### src/rtl/regfile_arbiter.sv
// regfile_arbiter: two-client round-robin arbiter sharing a single-write/single-read regfile,
// with a registered, backpressured read-response channel per client.
module regfile_arbiter #(
  parameter int ADDR_WIDTH = 2,
  parameter int DATA_WIDTH = 8
) (
  input  logic                  clock,
  input  logic                  reset,
  input  logic                  req0_valid,
  output logic                  req0_ready,
  input  logic                  req0_write,
  input  logic [ADDR_WIDTH-1:0] req0_addr,
  input  logic [DATA_WIDTH-1:0] req0_wdata,
  output logic                  rsp0_valid,
  input  logic                  rsp0_ready,
  output logic [DATA_WIDTH-1:0] rsp0_rdata,
  input  logic                  req1_valid,
  output logic                  req1_ready,
  input  logic                  req1_write,
  input  logic [ADDR_WIDTH-1:0] req1_addr,
  input  logic [DATA_WIDTH-1:0] req1_wdata,
  output logic                  rsp1_valid,
  input  logic                  rsp1_ready,
  output logic [DATA_WIDTH-1:0] rsp1_rdata,
  output logic                  rf_write_en,
  output logic [ADDR_WIDTH-1:0] rf_write_address,
  output logic [DATA_WIDTH-1:0] rf_write_data,
  output logic [ADDR_WIDTH-1:0] rf_read_address,
  input  logic [DATA_WIDTH-1:0] rf_read_data
);
  logic last_grant;
  logic elig0, elig1, gnt0, gnt1;
  // a read is only eligible when its response slot is empty or draining this cycle
  always_comb begin
    elig0 = !reset && req0_valid && (req0_write || !rsp0_valid || rsp0_ready);
    elig1 = !reset && req1_valid && (req1_write || !rsp1_valid || rsp1_ready);
    gnt0 = elig0 && (!elig1 || last_grant);
    gnt1 = elig1 && !gnt0;
    rf_write_en = gnt0 ? req0_write : gnt1 ? req1_write : 1'b0;
    rf_write_address = rf_write_en ? (gnt0 ? req0_addr : req1_addr) : '0;
    rf_write_data = rf_write_en ? (gnt0 ? req0_wdata : req1_wdata) : '0;
    rf_read_address = (gnt0 && !req0_write) ? req0_addr :
                      (gnt1 && !req1_write) ? req1_addr : '0;
  end
  assign req0_ready = gnt0;
  assign req1_ready = gnt1;
  always_ff @(posedge clock) begin
    if (reset) begin
      last_grant <= 1'b1;
      rsp0_valid <= 1'b0;
      rsp1_valid <= 1'b0;
      rsp0_rdata <= '0;
      rsp1_rdata <= '0;
    end else begin
      if (gnt0 || gnt1) last_grant <= gnt1;
      if (gnt0 && !req0_write) begin
        rsp0_valid <= 1'b1;
        rsp0_rdata <= rf_read_data;
      end else if (rsp0_ready) begin
        rsp0_valid <= 1'b0;
      end
      if (gnt1 && !req1_write) begin
        rsp1_valid <= 1'b1;
        rsp1_rdata <= rf_read_data;
      end else if (rsp1_ready) begin
        rsp1_valid <= 1'b0;
      end
    end
  end
endmodule

### config.mk
export PLATFORM = sky130hd
export DESIGN_NAME = regfile_arbiter
export DESIGN_NICKNAME = d
export VERILOG_FILES = /design/src/rtl/regfile_arbiter.sv
export SDC_FILE = /design/constraint.sdc
export NUM_CORES = 1
export LEC_CHECK = 0
export ABC_CLOCK_PERIOD_IN_PS = 1400
export CAP_MARGIN = 10
export CORE_MARGIN = 5
export CORE_UTILIZATION = 32
export DETAILED_ROUTE_END_ITERATION = 7
export GPL_ROUTABILITY_DRIVEN = 0
export PLACE_DENSITY_LB_ADDON = 0.12
export SYNTH_ARGS = -nofsm -noshare
export SYNTH_HDL_FRONTEND = slang
export SYNTH_SLANG_ARGS = --single-unit
### constraint.sdc
create_clock -name clock -period 1.4 [get_ports clock]
set_input_delay 0.21 -clock clock [delete_from_list [all_inputs] [get_ports clock]]
set_output_delay 0.21 -clock clock [all_outputs]
set_load 0.005 [all_outputs]
# ---- Yosys cells after proc, flatten, opt, wreduce, memory -nomap -nowiden
# Index checks and enable logic that the tools add are counted.
dict set report op_classes {
  n_reduce_logical 23
  n_shift 0
  n_addsub 0
  multipliers 0
  order_cmp 0
  n_div 0
  n_bitwise 0
  eq_ne 0
  n_mux 12
}
# cell n
set op_table {}
lappend op_table {{8-bit 2-to-1 mux} 2}
lappend op_table {{1-bit logical AND} 8}
lappend op_table {{2-bit 2-to-1 mux} 4}
lappend op_table {{1-bit zero test} 7}
lappend op_table {{1-bit logical OR} 6}
lappend op_table {{1-bit 2-to-1 mux} 6}
lappend op_table {{2-bit nonzero test} 2}
dict set report totals {
  rom_bits 0
  ramBits 0
  out_inout_bits 33
  latch_bits 0
  register_bits 19
  mem_count 0
}

# ---- Logic depth before layout (Yosys ltp)
dict set report logic_depth {
  depth_word 12
  mapped_depth 6
  depth_no_buf 5
}

# ---- Worst setup path before layout
# Ideal clock, no wire load.
dict set report synth_timing {
  path_kind {reg2out}
  from {register rsp0_valid}
  to {output rf_write_en}
  path_buffers 1
  slack_ns -0.209
  t_arrival_ns 1.399
  stages_incl_launch_ff 6
  cell_sequence {dfxtp_1 or3b_4 o211ai_4 mux2i_1 buf_6 inv_1}
}
dict set report synth_via {
  elab_chain_cells 9
}
# element line_no
set synth_lines {}
lappend synth_lines {{from (decl)} 14} ;# output logic rsp0_valid,
lappend synth_lines {{from (signal assigned)} 50} ;# rsp0_valid <= 1'b0;
lappend synth_lines {{from (signal assigned)} 57} ;# rsp0_valid <= 1'b1;
lappend synth_lines {{from (signal assigned)} 60} ;# rsp0_valid <= 1'b0;
lappend synth_lines {{1-bit zero test *} 35} ;# elig0 = !reset && req0_valid && (req0_write || !rsp0_valid || rsp0_ready);
lappend synth_lines {{1-bit logical OR * (2 in series)} 35}
lappend synth_lines {{1-bit logical AND *} 35}
lappend synth_lines {{1-bit logical AND *} 37} ;# gnt0 = elig0 && (!elig1 || last_grant);
lappend synth_lines {{1-bit zero test} 38} ;# gnt1 = elig1 && !gnt0;
lappend synth_lines {{1-bit logical AND} 38}
lappend synth_lines {{1-bit 2-to-1 mux} 39} ;# rf_write_en = gnt0 ? req0_write : gnt1 ? req1_write : 1'b0;
lappend synth_lines {{1-bit 2-to-1 mux *} 39}
lappend synth_lines {{to (decl)} 25} ;# output logic rf_write_en,
# Mark *: on every way between the ends. The rest lies on a longest branch, timed or not.

# ---- Final worst setup path
dict set report layout_timing {
  from {register rsp0_valid}
  to {output rf_write_data[3]}
}
dict set report layout_via {
  elab_chain_cells 10
  word_cells_on_any_way 11
  classes_between {4 x mux; 7 x reduce/logical}
}
# element line_no
set layout_lines {}
lappend layout_lines {{1-bit zero test *} 35}
lappend layout_lines {{1-bit logical OR * (2 in series)} 35}
lappend layout_lines {{1-bit logical AND *} 35}
lappend layout_lines {{1-bit logical AND *} 37}
lappend layout_lines {{1-bit zero test} 38}
lappend layout_lines {{1-bit logical AND} 38}
lappend layout_lines {{1-bit 2-to-1 mux (2 in series)} 39}
lappend layout_lines {{8-bit 2-to-1 mux *} 41} ;# rf_write_data = rf_write_en ? (gnt0 ? req0_wdata : req1_wdata) : '0;
lappend layout_lines {{to (decl)} 27} ;# output logic [DATA_WIDTH-1:0] rf_write_data,
# Marked as above.

==> flow_metrics.tcl <==
set metrics [dict create \
    yosysTopAreaCell "dfxtp_1" \
    maxSlewViolCount 0 \
    layout_common_cells "clkdlybuf4s50_1, nand2_1, buf_4" \
    drc 0 \
    syn_to_final_growth_pct 106 \
    post-dp-hpwl_um 2860 \
    p_sw_frac 0.275 \
    critPathCaptureType "primary output" \
    cts_tree "yes" \
    synth_top_area_share 0.373 \
    finalHoldViolations 0 \
    finalSetupViolCount 33 \
    ys_seq_area_frac 0.373 \
    place_ws_ns -0.997 \
    path_cells "or3b_4, o211ai_4, mux2i_2, buf_4, buf_6, a21oi_2, buf_2" \
    cts_hold_buf 0 \
    cts_buffers 3 \
    reg2regPathDepth 8 \
    syn-num-nets 170 \
    tightest_slew_ns 0.253 \
    grt_pass1_wl_um 6370 \
    ant_nets 0 \
    slowest_stage "or3b_4" \
    m1WireLength_um 1630 \
    violations "setup timing" \
    clock_latency_ns 0.30 \
    p_per_area_mw_per_mm2 612 \
    ys_ff_latch 19 \
    drive_gt1_frac 0.395 \
    ys_warn_count 0 \
    std_cell_rows 20 \
    status "finished, violations left" \
    critPathMaxFanout 4 \
    hp-class "input port to flip-flop" \
    wl_um 3900 \
    portBuffers 68 \
    die_x_um 66.4 \
    antenna_found_initial 0 \
    antenna_cells 0 \
    dieArea_mm2 0.00441 \
    leakage_nw 0.993 \
    crit_path_start_kind "flip-flop" \
    clock_sinks 19 \
    nets 270 \
    seqPwrFrac 0.443 \
    critical_path.top_delay_family "buffers and inverters" \
    cts_buffer_depth 2 \
    worst_slack_ns -0.712 \
    crit_type "flip-flop to primary output" \
    fin_crit_ns 2.11 \
    grt_max_degree 17 \
    power_frac_comb 0.340 \
    whs_path_depth 4 \
    yosysUniqueCellTypes 25 \
    p_clk_frac 0.217 \
    wl_per_cell_um 14.1 \
    root_buffer "clkbuf_4" \
    vias 1319 \
    viasPerCell 4.76 \
    wl_met2_um 1930 \
    crit_buf_inv 3 \
    synth_area_mm2 0.00102 \
    final.fill_count 266 \
    die_y_um 66.4 \
    postSynthAreaPerCell_um2 7.60 \
    clk_pin_slew_ns 0.11 \
    fmax_mhz 474 \
    layout_commonest_cell "clkdlybuf4s50_1" \
    fin_skew_ns 0.00680 \
    core_area_mm2 0.00305 \
    p_int_mw 0.933 \
    rsz0062_at_grt "true" \
    synth.area.top_cells "dfxtp_1, nand2_1, a21oi_1, o21ai_0, a21oi_2" \
    syn-instance-count 134 \
    p_sw_mw 0.355 \
    grt_overflow 0 \
    cap_violations 0 \
    io_pins 69 \
    arrival_ns 1.90 \
    first_pass_iters 4 \
    worstSetupPathDepth 7 \
    grt_pass1_vias 1370 \
    finalCritPeriodShare 1.51 \
    drt_iter0_drc 56 \
    cp.required_ns 1.19 \
    p_total_mw 1.29 \
    highest_layer "met4" \
    initial_utilization 0.334 \
    wl_met3_um 260 \
    ir_drop_mv 0.473 \
    crit_path_max_incr_delay_ns 0.39 \
    gr-usage-all-layers 0.180 \
    h-tree-depth 1 \
    slew-limit-headroom 0.828 \
]
metal layers:
metal / up-vias / GRT usage
met1: 599 / 0.226
li1: 659 / -
met5: - / 0
met2: 53 / 0.302
met4: 0 / 0.0457
met3: 8 / 0.0493
cell families (layout without fill, tap and decap cells):
group           after synthesis  after routing  share of synthesized area
simple gates                 50             50                      0.231
flops                        19             19                      0.373
mux                           1              1                    0.00983
buf+inv                      15            114                     0.0737
compound gates               49             49                      0.312
cells in the mapped netlist (all sizes together):
cell type / n
a211o: 1
a21oi: 27
a22o: 2
buf: 6
clkbuf: 4
dfxtp: 19
inv: 5
mux2i: 1
nand2: 29
nand2b: 2
nand3: 8
nor2: 4
nor2b: 2
nor3: 2
nor3b: 1
o2111a: 1
o211ai: 1
o21ai: 16
o21ba: 1
or3: 1
or3b: 1
sequential cells by signal (all words and copies together) (netlist names):
register,flops
rsp1_rdata,8
rsp1_valid,1
rsp0_rdata,8
rsp0_valid,1
last_grant,1
worst paths after layout:
path	startpoint	to	slack [ns]
max reg2reg	rsp0_valid	rsp1_rdata[4]	-0.19
min reg2reg	last_grant	last_grant	0.47
max	rsp0_valid	rf_write_data[3]	-0.71
min	rsp0_ready	rsp0_valid	0.38
what timing repair did:
action                     4_1_cts  5_1_grt
setup buffers                   13        2
gates cloned                     1        0
pin swaps                        5        3
setup endpoints to repair       35       47
gates resized for setup         85       22
final cells by class:
class / count / area (um2) / area share
timing repair buffer: 105 / 988 / 0.470
multi-input combinational: 100 / 614 / 0.292
sequential: 19 / 395 / 0.188
tap: 44 / 55.1 / 0.0262
clock buffer: 3 / 22.5 / 0.0107
inverter: 5 / 21.3 / 0.0101
clock inverter: 1 / 5.00 / 0.00238
power groups by stage:
stage | sequential (mW) | clock (mW) | combinational [mW]
global route | 0.573 | 0.320 | 0.473
detailed placement | 0.581 | 0 | 0.381
floorplan | 0.581 | 0 | 0.144
CTS | 0.569 | 0.289 | 0.425
finish | 0.570 | 0.279 | 0.438
global placement | 0.580 | 0 | 0.375
worst reg2reg max path: cells and delay by family, from the launching register on:
kind	cells	cell delay, ns
buffers and inverters	4	0.47
AND/OR/NAND/NOR	1	0.39
flip-flops	1	0.34
AO/OA/AOI/OAI	3	0.29
through the flow:
stage / utilization / instance area, um2 / cells / setup TNS, ns / hold slack (ns)
after floorplan: - / 1060 / 134 / -1.90 / 0.346
after global placement: 0.619 / 1890 / 257 / -20.74 / 0.444
after detailed placement: 0.619 / 1890 / 257 / -21.87 / 0.449
after CTS: 0.667 / 2040 / 275 / -11.11 / 0.378
after global routing: 0.689 / 2100 / 277 / -14.62 / 0.378
final: 0.689 / 2100 / 277 / -11.88 / 0.383
(Power assumes the default switching activity.)
